**src/rtl/sram_seq_pkg.sv**
```systemverilog
// Shared types and constants for the SRAM request sequencer: FSM encoding,
// response-buffer depth and the read credit rule.
package sram_seq_pkg;

    typedef enum logic [1:0] {
        ST_IDLE  = 2'd0,
        ST_CLEAR = 2'd1,
        ST_RUN   = 2'd2
    } seq_state_e;

    localparam int RESP_DEPTH   = 2;
    localparam int CREDIT_LIMIT = RESP_DEPTH;

    // Buffered plus in-flight reads, less the one leaving this cycle, must stay under the limit.
    function automatic logic credit_ok(input logic [1:0] occ, input logic inflight, input logic pop);
        logic [2:0] used;
        used = {1'b0, occ} + {2'b00, inflight} - {2'b00, pop};
        return (used < 3'(CREDIT_LIMIT));
    endfunction

endpackage

```
**src/rtl/resp_fifo2.sv**
```systemverilog
// Two-entry response buffer; push and pop may coincide at any occupancy,
// including full, because the popped slot is the one being refilled.
module resp_fifo2 #(
    parameter int DATA_W = 256
) (
    input  logic              clk,
    input  logic              rst_n,
    input  logic              push_i,
    input  logic [DATA_W-1:0] push_data_i,
    input  logic              pop_i,
    output logic [DATA_W-1:0] rdata_o,
    output logic              full_o,
    output logic              empty_o,
    output logic [1:0]        occupancy_o
);

    logic [DATA_W-1:0] mem_q [0:1];
    logic              rd_ptr_q, rd_ptr_d;
    logic              wr_ptr_q, wr_ptr_d;
    logic [1:0]        occ_q, occ_d;
    logic              do_push_s;
    logic              do_pop_s;

    assign full_o      = (occ_q == 2'd2);
    assign empty_o     = (occ_q == 2'd0);
    assign occupancy_o = occ_q;
    assign rdata_o     = mem_q[rd_ptr_q];

    // Pointer and occupancy next-state.
    always_comb begin
        do_pop_s  = pop_i && !empty_o;
        do_push_s = push_i && (!full_o || do_pop_s);
        wr_ptr_d  = wr_ptr_q ^ do_push_s;
        rd_ptr_d  = rd_ptr_q ^ do_pop_s;
        occ_d     = occ_q + {1'b0, do_push_s} - {1'b0, do_pop_s};
    end

    // Storage and pointer registers.
    always_ff @(posedge clk or negedge rst_n) begin
        if (!rst_n) begin
            mem_q[0] <= {DATA_W{1'b0}};
            mem_q[1] <= {DATA_W{1'b0}};
            rd_ptr_q <= 1'b0;
            wr_ptr_q <= 1'b0;
            occ_q    <= 2'd0;
        end else begin
            if (do_push_s) begin
                mem_q[wr_ptr_q] <= push_data_i;
            end
            rd_ptr_q <= rd_ptr_d;
            wr_ptr_q <= wr_ptr_d;
            occ_q    <= occ_d;
        end
    end

endmodule

```
**src/rtl/sram_req_sequencer.sv**
```systemverilog
// Front end for a single-port masked SRAM: zero-fills the array after reset,
// then maps a valid/ready request stream onto RW0 cycles with buffered read responses.
module sram_req_sequencer
    import sram_seq_pkg::*;
#(
    parameter int ADDR_W = 9,
    parameter int DATA_W = 256,
    parameter int MASK_W = 32
) (
    input  logic              clk,
    input  logic              rst_n,
    input  logic              req_valid,
    output logic              req_ready,
    input  logic              req_write,
    input  logic [ADDR_W-1:0] req_addr,
    input  logic [DATA_W-1:0] req_wdata,
    input  logic [MASK_W-1:0] req_wmask,
    output logic              resp_valid,
    input  logic              resp_ready,
    output logic [DATA_W-1:0] resp_rdata,
    output logic              init_done,
    output logic [ADDR_W-1:0] RW0_addr,
    output logic              RW0_en,
    output logic              RW0_wmode,
    output logic [MASK_W-1:0] RW0_wmask,
    output logic [DATA_W-1:0] RW0_wdata,
    input  logic [DATA_W-1:0] RW0_rdata
);

    seq_state_e        state_q, state_d;
    logic [ADDR_W-1:0] cnt_q, cnt_d;
    logic              inflight_q, inflight_d;
    logic              init_done_q, init_done_d;

    logic [1:0]        fifo_occ_s;
    logic              fifo_full_s;
    logic              fifo_empty_s;
    logic              pop_s;
    logic              credit_ok_s;
    logic              read_acc_s;

    assign resp_valid  = !fifo_empty_s;
    assign pop_s       = resp_valid && resp_ready;
    assign credit_ok_s = credit_ok(fifo_occ_s, inflight_q, pop_s) && (!fifo_full_s || pop_s);
    assign init_done   = init_done_q;

    // FSM state register.
    always_ff @(posedge clk or negedge rst_n) begin
        if (!rst_n) begin
            state_q <= ST_IDLE;
        end else begin
            state_q <= state_d;
        end
    end

    // FSM next-state: one idle cycle, a full clear pass, then run forever.
    always_comb begin
        state_d = state_q;
        case (state_q)
            ST_IDLE:  state_d = ST_CLEAR;
            ST_CLEAR: begin
                if (cnt_q == {ADDR_W{1'b1}}) begin
                    state_d = ST_RUN;
                end else begin
                    state_d = ST_CLEAR;
                end
            end
            ST_RUN:   state_d = ST_RUN;
            default:  state_d = ST_IDLE;
        endcase
    end

    // FSM outputs: clear writes from the counter, run passes the request straight through.
    always_comb begin
        req_ready  = 1'b0;
        read_acc_s = 1'b0;
        RW0_en     = 1'b0;
        RW0_wmode  = 1'b0;
        RW0_addr   = {ADDR_W{1'b0}};
        RW0_wmask  = {MASK_W{1'b0}};
        RW0_wdata  = {DATA_W{1'b0}};
        case (state_q)
            ST_CLEAR: begin
                RW0_en    = 1'b1;
                RW0_wmode = 1'b1;
                RW0_addr  = cnt_q;
                RW0_wmask = {MASK_W{1'b1}};
                RW0_wdata = {DATA_W{1'b0}};
            end
            ST_RUN: begin
                if (req_write) begin
                    req_ready = 1'b1;
                end else begin
                    req_ready = credit_ok_s;
                end
                read_acc_s = req_valid && !req_write && req_ready;
                RW0_en     = req_valid && req_ready;
                RW0_wmode  = req_write;
                RW0_addr   = req_addr;
                RW0_wmask  = req_wmask;
                RW0_wdata  = req_wdata;
            end
            default: begin
                req_ready = 1'b0;
            end
        endcase
    end

    // Datapath next-state: clear counter wraps to 0 on its last step into run.
    always_comb begin
        if (state_q == ST_CLEAR) begin
            cnt_d = cnt_q + {{(ADDR_W-1){1'b0}}, 1'b1};
        end else begin
            cnt_d = cnt_q;
        end
        inflight_d  = read_acc_s;
        init_done_d = (state_d == ST_RUN);
    end

    // Datapath registers.
    always_ff @(posedge clk or negedge rst_n) begin
        if (!rst_n) begin
            cnt_q       <= {ADDR_W{1'b0}};
            inflight_q  <= 1'b0;
            init_done_q <= 1'b0;
        end else begin
            cnt_q       <= cnt_d;
            inflight_q  <= inflight_d;
            init_done_q <= init_done_d;
        end
    end

    // Read data is only valid the cycle after the read, so it is captured unconditionally then.
    resp_fifo2 #(
        .DATA_W (DATA_W)
    ) u_resp_fifo (
        .clk         (clk),
        .rst_n       (rst_n),
        .push_i      (inflight_q),
        .push_data_i (RW0_rdata),
        .pop_i       (pop_s),
        .rdata_o     (resp_rdata),
        .full_o      (fifo_full_s),
        .empty_o     (fifo_empty_s),
        .occupancy_o (fifo_occ_s)
    );

endmodule
```
**config.mk**
```make
export PLATFORM = sky130hd
export DESIGN_NAME = sram_req_sequencer
export DESIGN_NICKNAME = d
export VERILOG_FILES = /design/src/rtl/sram_seq_pkg.sv /design/src/rtl/resp_fifo2.sv /design/src/rtl/sram_req_sequencer.sv
export SDC_FILE = /design/constraint.sdc
export NUM_CORES = 1
export LEC_CHECK = 0
export ABC_AREA = 1
export BUFFER_PORTS_ARGS = -buffer_cell sky130_fd_sc_hd__buf_2
export CORE_AREA = 2 2 432 434
export DETAILED_ROUTE_END_ITERATION = 10
export DIE_AREA = 0 0 434 436
export HOLD_SLACK_MARGIN = 0.06
export SLEW_MARGIN = 20
export SYNTH_ARGS = -nofsm -noshare
export SYNTH_HDL_FRONTEND = slang
export SYNTH_SLANG_ARGS = --single-unit
```
**constraint.sdc**
```tcl
create_clock -name clk -period 2.51 [get_ports clk]
set_clock_uncertainty 0.15 [all_clocks]
set_input_delay 0.251 -clock clk [delete_from_list [all_inputs] [get_ports clk]]
set_output_delay 0.251 -clock clk [all_outputs]
set_load 0.01 [all_outputs]
```
==> impl_metrics.tcl, run 1 <==
set metrics [dict create \
    status "complete, but fails checks" \
    failed_checks "negative setup slack" \
    final_design_area_no_fill_um2 44300 \
    synthFlopType "sky130_fd_sc_hd__dfrtp_1" \
    time_the_final_worst_path_needs_with_i_o_delays_and_setup_ns 3.22 \
    dr.first_iter.drc_count 2024 \
    place_area_um2 34700 \
    ctsLongestPathBuffers 3 \
    critical_path.max_fanout 2 \
    synth_seq_cells 529 \
    antenna_found_initial 105 \
    ys_top_cells_by_area "sky130_fd_sc_hd__dfrtp_1 52%, sky130_fd_sc_hd__nand2_1 12%, sky130_fd_sc_hd__mux2_2 11%" \
    fmax_mhz 311 \
    syn_to_final_growth_pct 73.7 \
    die_area_um2 189000 \
    synth_cell_types 22 \
    crit_required_ns 2.11 \
    grt_use_total_pct 16.5 \
    io_buffers 1115 \
    r2r_cells 8 \
    syn-mean-instance-area_um2 8.70 \
    wl_per_cell_um 23.3 \
    h_tree_levels 3 \
    postSynthNetCount 3502 \
    synth_cells 2932 \
    clock-sinks 529 \
    dr_total_vias 26799 \
    start_kind "flip-flop" \
    global_route_congestion_overflow_total 0 \
    synth.largest_area_cell "sky130_fd_sc_hd__dfrtp_1" \
    yosysWarningCount 0 \
    peakVddDrop_mv 0.611 \
    slew_viol_final 0 \
    worst_hold_path_type "in -> reg" \
    detail_route.first_pass.iterations 5 \
    post-synth-top-count-cell "sky130_fd_sc_hd__nand2_1" \
    floorplan.die.width_um 434 \
    pin_count_of_the_biggest_net_entering_global_routing 87 \
    place_congestion 0.945 \
    setup-tns-final_ns -51.82 \
    first_global_vias 26412 \
    synth_enable_flop_cells 0 \
    numCtsBuffers 67 \
    routed_wirelength_um 164000 \
    setup_slack_ns -0.709 \
    mappedNetlistArea_um2 25500 \
    cts_tree "done" \
    regToRegSetupSlack_ns 0.16 \
    coreArea_um2 185000 \
    worst_hold_path.num_cells 3 \
    via_per_inst 3.81 \
    dp_hpwl_um 128000 \
    grt_first_pass_wirelength_um 215000 \
    fp-row-count 158 \
    setup.worst_path.class "reg -> out" \
    io-pin-count 1116 \
    dieHeight_um 436 \
    final_layout_size_suffix_gt1_share_pct 44.9 \
    synth-seq-area-share_pct 51.9 \
    cts.reportedPaths.clkPinSlew_ns 0.06 \
    clock-root-buffer "sky130_fd_sc_hd__clkbuf_16" \
    setup_repair_after_global_routing_missed_its_margin "true" \
    min_period_over_period_pct 128 \
    initial_core_util_pct 13.8 \
    preCtsSetupSlack_ns -0.315 \
    maxCapViolCount 0 \
    detail-route-antenna-nets 0 \
    slew_headroom_pct 52.0 \
    tightest_slew_ns 0.720 \
    power-per-cell-area_nw_per_um2 713 \
    finish.net_count 5012 \
    post-synth-top-area-fraction_pct 51.9 \
    post-route-drc-count 0 \
    ys_async_sr_fraction_pct 100 \
    hold_violations 0 \
    leakagePower_nw 23.2 \
    worstPathArrival_ns 2.82 \
    cp-end-kind "output port" \
    setup-violations-final 429 \
    post_synth_most_frequent_cells "840 x sky130_fd_sc_hd__nand2_1, 531 x sky130_fd_sc_hd__inv_1, 529 x sky130_fd_sc_hd__dfrtp_1, 334 x sky130_fd_sc_hd__o21ai_0, 256 x sky130_fd_sc_hd__mux2_2" \
    clock_latency_ns 0.68 \
]
==> cells in the final DEF, fill, tap and decap left out, types with 36 or more instances in the layout <==
| cell | netlist | layout |
|---|---|---|
| sky130_fd_sc_hd__buf_2 | 58 | 1002 |
| sky130_fd_sc_hd__nand2_1 | 840 | 716 |
| sky130_fd_sc_hd__dfrtp_1 | 529 | 528 |
| sky130_fd_sc_hd__inv_1 | 531 | 450 |
| sky130_fd_sc_hd__o21ai_0 | 334 | 283 |
| sky130_fd_sc_hd__dlygate4sd3_1 | 0 | 262 |
| sky130_fd_sc_hd__mux2_2 | 256 | 256 |
| sky130_fd_sc_hd__o21ai_1 | 180 | 183 |
| sky130_fd_sc_hd__buf_6 | 32 | 129 |
| sky130_fd_sc_hd__buf_4 | 34 | 97 |
| sky130_fd_sc_hd__clkbuf_16 | 0 | 78 |
| sky130_fd_sc_hd__buf_12 | 0 | 66 |
| sky130_fd_sc_hd__diode_2 | 0 | 51 |
| sky130_fd_sc_hd__nand2_4 | 0 | 50 |
| sky130_fd_sc_hd__nand2_2 | 0 | 43 |
| sky130_fd_sc_hd__inv_2 | 0 | 40 |
| sky130_fd_sc_hd__buf_16 | 0 | 36 |
==> flip-flops by register name, indices dropped and copies added (netlist names) <==
register                 cells
u_resp_fifo.rd_ptr_q         1
cnt_q                        9
u_resp_fifo.occupancy_o      2
inflight_q                   1
u_resp_fifo.wr_ptr_q         1
u_resp_fifo.mem_q          512
state_q                      2
init_done                    1
==> per-stage QoR <==
step | power, W | utilization [%] | cells | hold WS [ns]
after global routing | 0.0329 | 24.0 | 6995 | 0.127
after CTS | 0.0315 | 23.4 | 6956 | 0.0802
after detailed placement | 0.0182 | 18.8 | 6477 | 0.166
final | 0.0316 | 24.0 | 7027 | 0.158
after global placement | 0.0182 | 18.8 | 6477 | 0.171
after floorplan | 0.0123 | - | 2932 | -0.195
==> final cells by class <==
type / count / area (µm²)
clock buffer: 93 / 1880
clock inverter: 30 / 418
inverter: 532 / 2140
sequential: 529 / 13200
multi-input combinational: 1687 / 10600
tap: 2480 / 3100
timing repair inverter: 1 / 8.76
antenna: 51 / 128
fill: 19941 / 140000
timing repair buffer: 1624 / 12800
==> final timing paths <==
kind,start,endpoint
max reg2reg,u_resp_fifo.occupancy_o[1],u_resp_fifo.mem_q[120]
max,u_resp_fifo.occupancy_o[1],RW0_en
min,req_write,inflight_q
max in group asynchronous,rst_n,u_resp_fifo.mem_q[21]
min in group asynchronous,rst_n,u_resp_fifo.mem_q[175]
min reg2reg,cnt_q[3],cnt_q[3]
==> per-layer routing <==
metal  routed length [µm]  GRT usage [%]  vias to the layer above
met4                 8220           7.71                       16
met5                  105              0                        -
met2                72300           25.2                     1221
met3                13100           4.47                      296
li1                     -              -                    12155
met1                69900           21.4                    13111
==> where the power goes <==
part / switching, W / internal (W) / leakage (nW)
clock network: 0.00414 / 0.00596 / 1.11
registers: 0.0000443 / 0.00856 / 6.03
logic: 0.00760 / 0.00531 / 16.1
==> what timing repair did <==
action                                 4_1_cts  5_1_grt
gates cloned                                35       14
hold buffers                               263        0
resized for setup                          605      239
buffers inserted                            62       30
pin swaps                                   55       15
setup endpoints to repair                  526      542
endpoints found under the hold margin     1027        0
==> critical path, stage by stage, from the launching register on <==
cell and delay, ns:
sky130_fd_sc_hd__dfrtp_1 0.39, sky130_fd_sc_hd__inv_2 0.06, sky130_fd_sc_hd__nand2_2 0.05, sky130_fd_sc_hd__nand2_2 0.07, sky130_fd_sc_hd__inv_2 0.04, sky130_fd_sc_hd__ha_4 0.27, sky130_fd_sc_hd__nor2_4 0.03, sky130_fd_sc_hd__fa_1 0.47
sky130_fd_sc_hd__inv_1 0.07, sky130_fd_sc_hd__nand2_1 0.06, sky130_fd_sc_hd__nor2_2 0.09, sky130_fd_sc_hd__nand3_2 0.10, sky130_fd_sc_hd__nand2_2 0.11, sky130_fd_sc_hd__nand2_2 0.06, sky130_fd_sc_hd__a21oi_2 0.11, sky130_fd_sc_hd__buf_2 0.14
==> logic make-up after synthesis <==
kind of cell / count (synthesis) / share of synthesized area (%)
flops: 529 / 51.9
mux: 256 / 11.3
fa+ha+maj: 12 / 0.618
xor+xnor: 9 / 0.309
compound gates: 558 / 10.9
simple gates: 852 / 12.6
buf+inv: 716 / 12.4
No activity file was read; power rests on OpenSTA's default activity.
==> run 2, diff against run 1 <==
Settings changed: SETUP_SLACK_MARGIN set to 0.02.
==> run 2 against run 1 <==
  * The run ends with negative hold slack, negative setup slack left
  * Non-clock buffer count did not move
  * Largest power group unchanged
  * Highest routed layer unchanged
  * Count of clock-buffer cells in the layout fell by 1
  * Sequential share of layout area fell by 1.0 points
  * Total power rose by 3.8%
==> impl_metrics.tcl, run 2 (synthesized netlist as in run 1, its figures left out) <==
set metrics [dict create \
    setup_slack_ns -0.710 \
    syn_to_final_growth_pct 80.0 \
    global_route_congestion_overflow_total 0 \
    worst_hold_path.num_cells 3 \
    initial_core_util_pct 13.8 \
    crit_top_cell "sky130_fd_sc_hd__nand2_2" \
    final_layout_size_suffix_gt1_share_pct 49.4 \
    largest_register_ff_count 512 \
    worst_hold_path_type "in -> reg" \
    fin_hold_ws_ns -0.261 \
    tightest_slew_ns 0.473 \
    dr.first_iter.drc_count 1914 \
    maxUsedRoutingLayer "met5" \
    slew_headroom_pct 68.5 \
    detail-route-antenna-nets 0 \
    failed_checks "negative hold slack, negative setup slack" \
    fp-row-count 158 \
    min_period_over_period_pct 128 \
    regToRegSetupSlack_ns 0.08 \
    mostFrequentLayoutCell "sky130_fd_sc_hd__buf_2" \
    h_tree_levels 3 \
    start_kind "flip-flop" \
    io_buffers 1115 \
    clock-sinks 529 \
    clock_latency_ns 0.68 \
    r2r_cells 9 \
    dr_total_vias 27900 \
    time_the_final_worst_path_needs_with_i_o_delays_and_setup_ns 3.22 \
    setup-violations-final 411 \
    hold_violations 1 \
    ctsLongestPathBuffers 3 \
    detail_route.first_pass.iterations 6 \
    status "complete, but fails checks" \
    worstPathArrival_ns 2.82 \
    wl_per_cell_um 22.4 \
    leakagePower_nw 24.2 \
    cp-end-kind "output port" \
    clock-root-buffer "sky130_fd_sc_hd__clkbuf_16" \
    biggestRegsByFlops "u_resp_fifo.mem_q x512, cnt_q x9" \
    wl_met1_um 59500 \
    peakVddDrop_mv 0.539 \
    finish.utilization_pct 24.9 \
    floorplan.die.width_um 434 \
    slowest_stage "sky130_fd_sc_hd__fa_1" \
    timing.rr.start "u_resp_fifo.occupancy_o[1]" \
    place_congestion 1.12 \
    maxCapViolCount 0 \
    numCtsBuffers 67 \
    timing.hold.worst_endpoint "inflight_q" \
    coreArea_um2 185000 \
    cts.reportedPaths.clkPinSlew_ns 0.06 \
    die_area_um2 189000 \
    post_cts_hold_buffer_count 262 \
    slew_viol_final 0 \
    dieHeight_um 436 \
    critical_path.max_fanout 2 \
    finish.net_count 5011 \
    io-pin-count 1116 \
    cp_slowest_stage_delay_ns 0.44 \
    place_area_um2 34300 \
    fmax_mhz 311 \
    antenna_found_initial 128 \
    commonest_cells_after_routing_fill_and_taps_aside "902 x sky130_fd_sc_hd__buf_2, 628 x sky130_fd_sc_hd__nand2_1, 528 x sky130_fd_sc_hd__dfrtp_1" \
    crit_required_ns 2.11 \
    fin_total_pwr_w 0.0328 \
    setup.worst_path.class "reg -> out" \
    timing.critical_path.cells "inv_2 -> nand2_2 -> nand2_2 -> inv_2 -> ha_4 -> nor2_4 -> fa_1 -> inv_1 -> nand2_2 -> nor2_4 -> nand3_2 -> nand2_2 -> nand2_2 -> a21oi_2 -> buf_6" \
    via_per_inst 3.94 \
    routed_wirelength_um 159000 \
    dp_hpwl_um 118000 \
    power-per-cell-area_nw_per_um2 715 \
    pin_count_of_the_biggest_net_entering_global_routing 85 \
    largest-register "u_resp_fifo.mem_q" \
    detailroute.wirelength.met2_um 69500 \
    setup_repair_after_global_routing_missed_its_margin "true" \
    critical_r2r_capture "u_resp_fifo.mem_q[84]" \
    preCtsSetupSlack_ns -0.283 \
    final_design_area_no_fill_um2 45900 \
    post-route-drc-count 0 \
    worstHoldStart "req_valid" \
    cts_tree "done" \
    total_length_of_routed_met3_wires_um 20700 \
    first_global_vias 26493 \
    grt_first_pass_wirelength_um 203000 \
    grt_use_total_pct 15.3 \
]
[run 2: stage by stage]
| stage | TNS [ns] | cells |
|---|---|---|
| after global placement | -0.491 | 6450 |
| after floorplan | 0 | 2932 |
| after CTS | -86.90 | 6906 |
| after global routing | -92.42 | 7033 |
| final | -41.75 | 7084 |
| after detailed placement | -0.400 | 6450 |
[run 2: worst max path at each step]
| stage | slack [ns] | from | endpoint | cells after the start |
|---|---|---|---|---|
| 2_1_floorplan | 0.04 | u_resp_fifo.occupancy_o[1] | RW0_en | 14 |
| 3_3_place_gp | -0.31 | u_resp_fifo.occupancy_o[0] | RW0_en | 15 |
| 3_5_place_dp | -0.28 | u_resp_fifo.occupancy_o[0] | RW0_en | 15 |
| 4_1_cts | -0.87 | u_resp_fifo.occupancy_o[1] | RW0_en | 15 |
| 5_1_grt | -0.90 | u_resp_fifo.occupancy_o[0] | RW0_en | 15 |
| 6_report | -0.71 | u_resp_fifo.occupancy_o[1] | RW0_en | 15 |
[run 2: area by class of cell]
cell class	count	area, µm²
antenna	113	283
clock buffer	92	1940
clock inverter	27	318
fill	19628	139000
inverter	532	2100
multi-input combinational	1687	11300
sequential	529	13200
tap	2480	3100
timing repair buffer	1624	13700
[run 2: layer usage]
metal,vias up,global-route usage [%]
li1,12254,-
met1,13722,17.2
met2,1523,22.4
met3,361,8.47
met4,40,8.72
met5,-,2.07
[run 2: critical path, delay by kind of cell, from the launching register on]
kind,cells,cell delay [ns]
buffers and inverters,4,0.34
flip-flops,1,0.38
AO/OA/AOI/OAI,1,0.16
adder cells (fa/ha/maj),2,0.71
AND/OR/NAND/NOR,8,0.52
[run 2: repair_timing]
| item | 4_1_cts | 5_1_grt |
|---|---|---|
| buffers inserted | 42 | 45 |
| cloned | 33 | 39 |
| gates resized for setup | 510 | 816 |
| endpoints found under the hold margin | 1013 | 1 |
| pin swaps | 21 | 69 |
| endpoints found under the setup margin | 555 | 534 |
[run 2: report_power, final]
group	leakage (nW)	total [W]	switching, W	internal, W
Combinational	17.0	0.0142	0.00801	0.00614
Clock	1.11	0.0100	0.00421	0.00582
Sequential	6.03	0.00864	0.0000773	0.00856
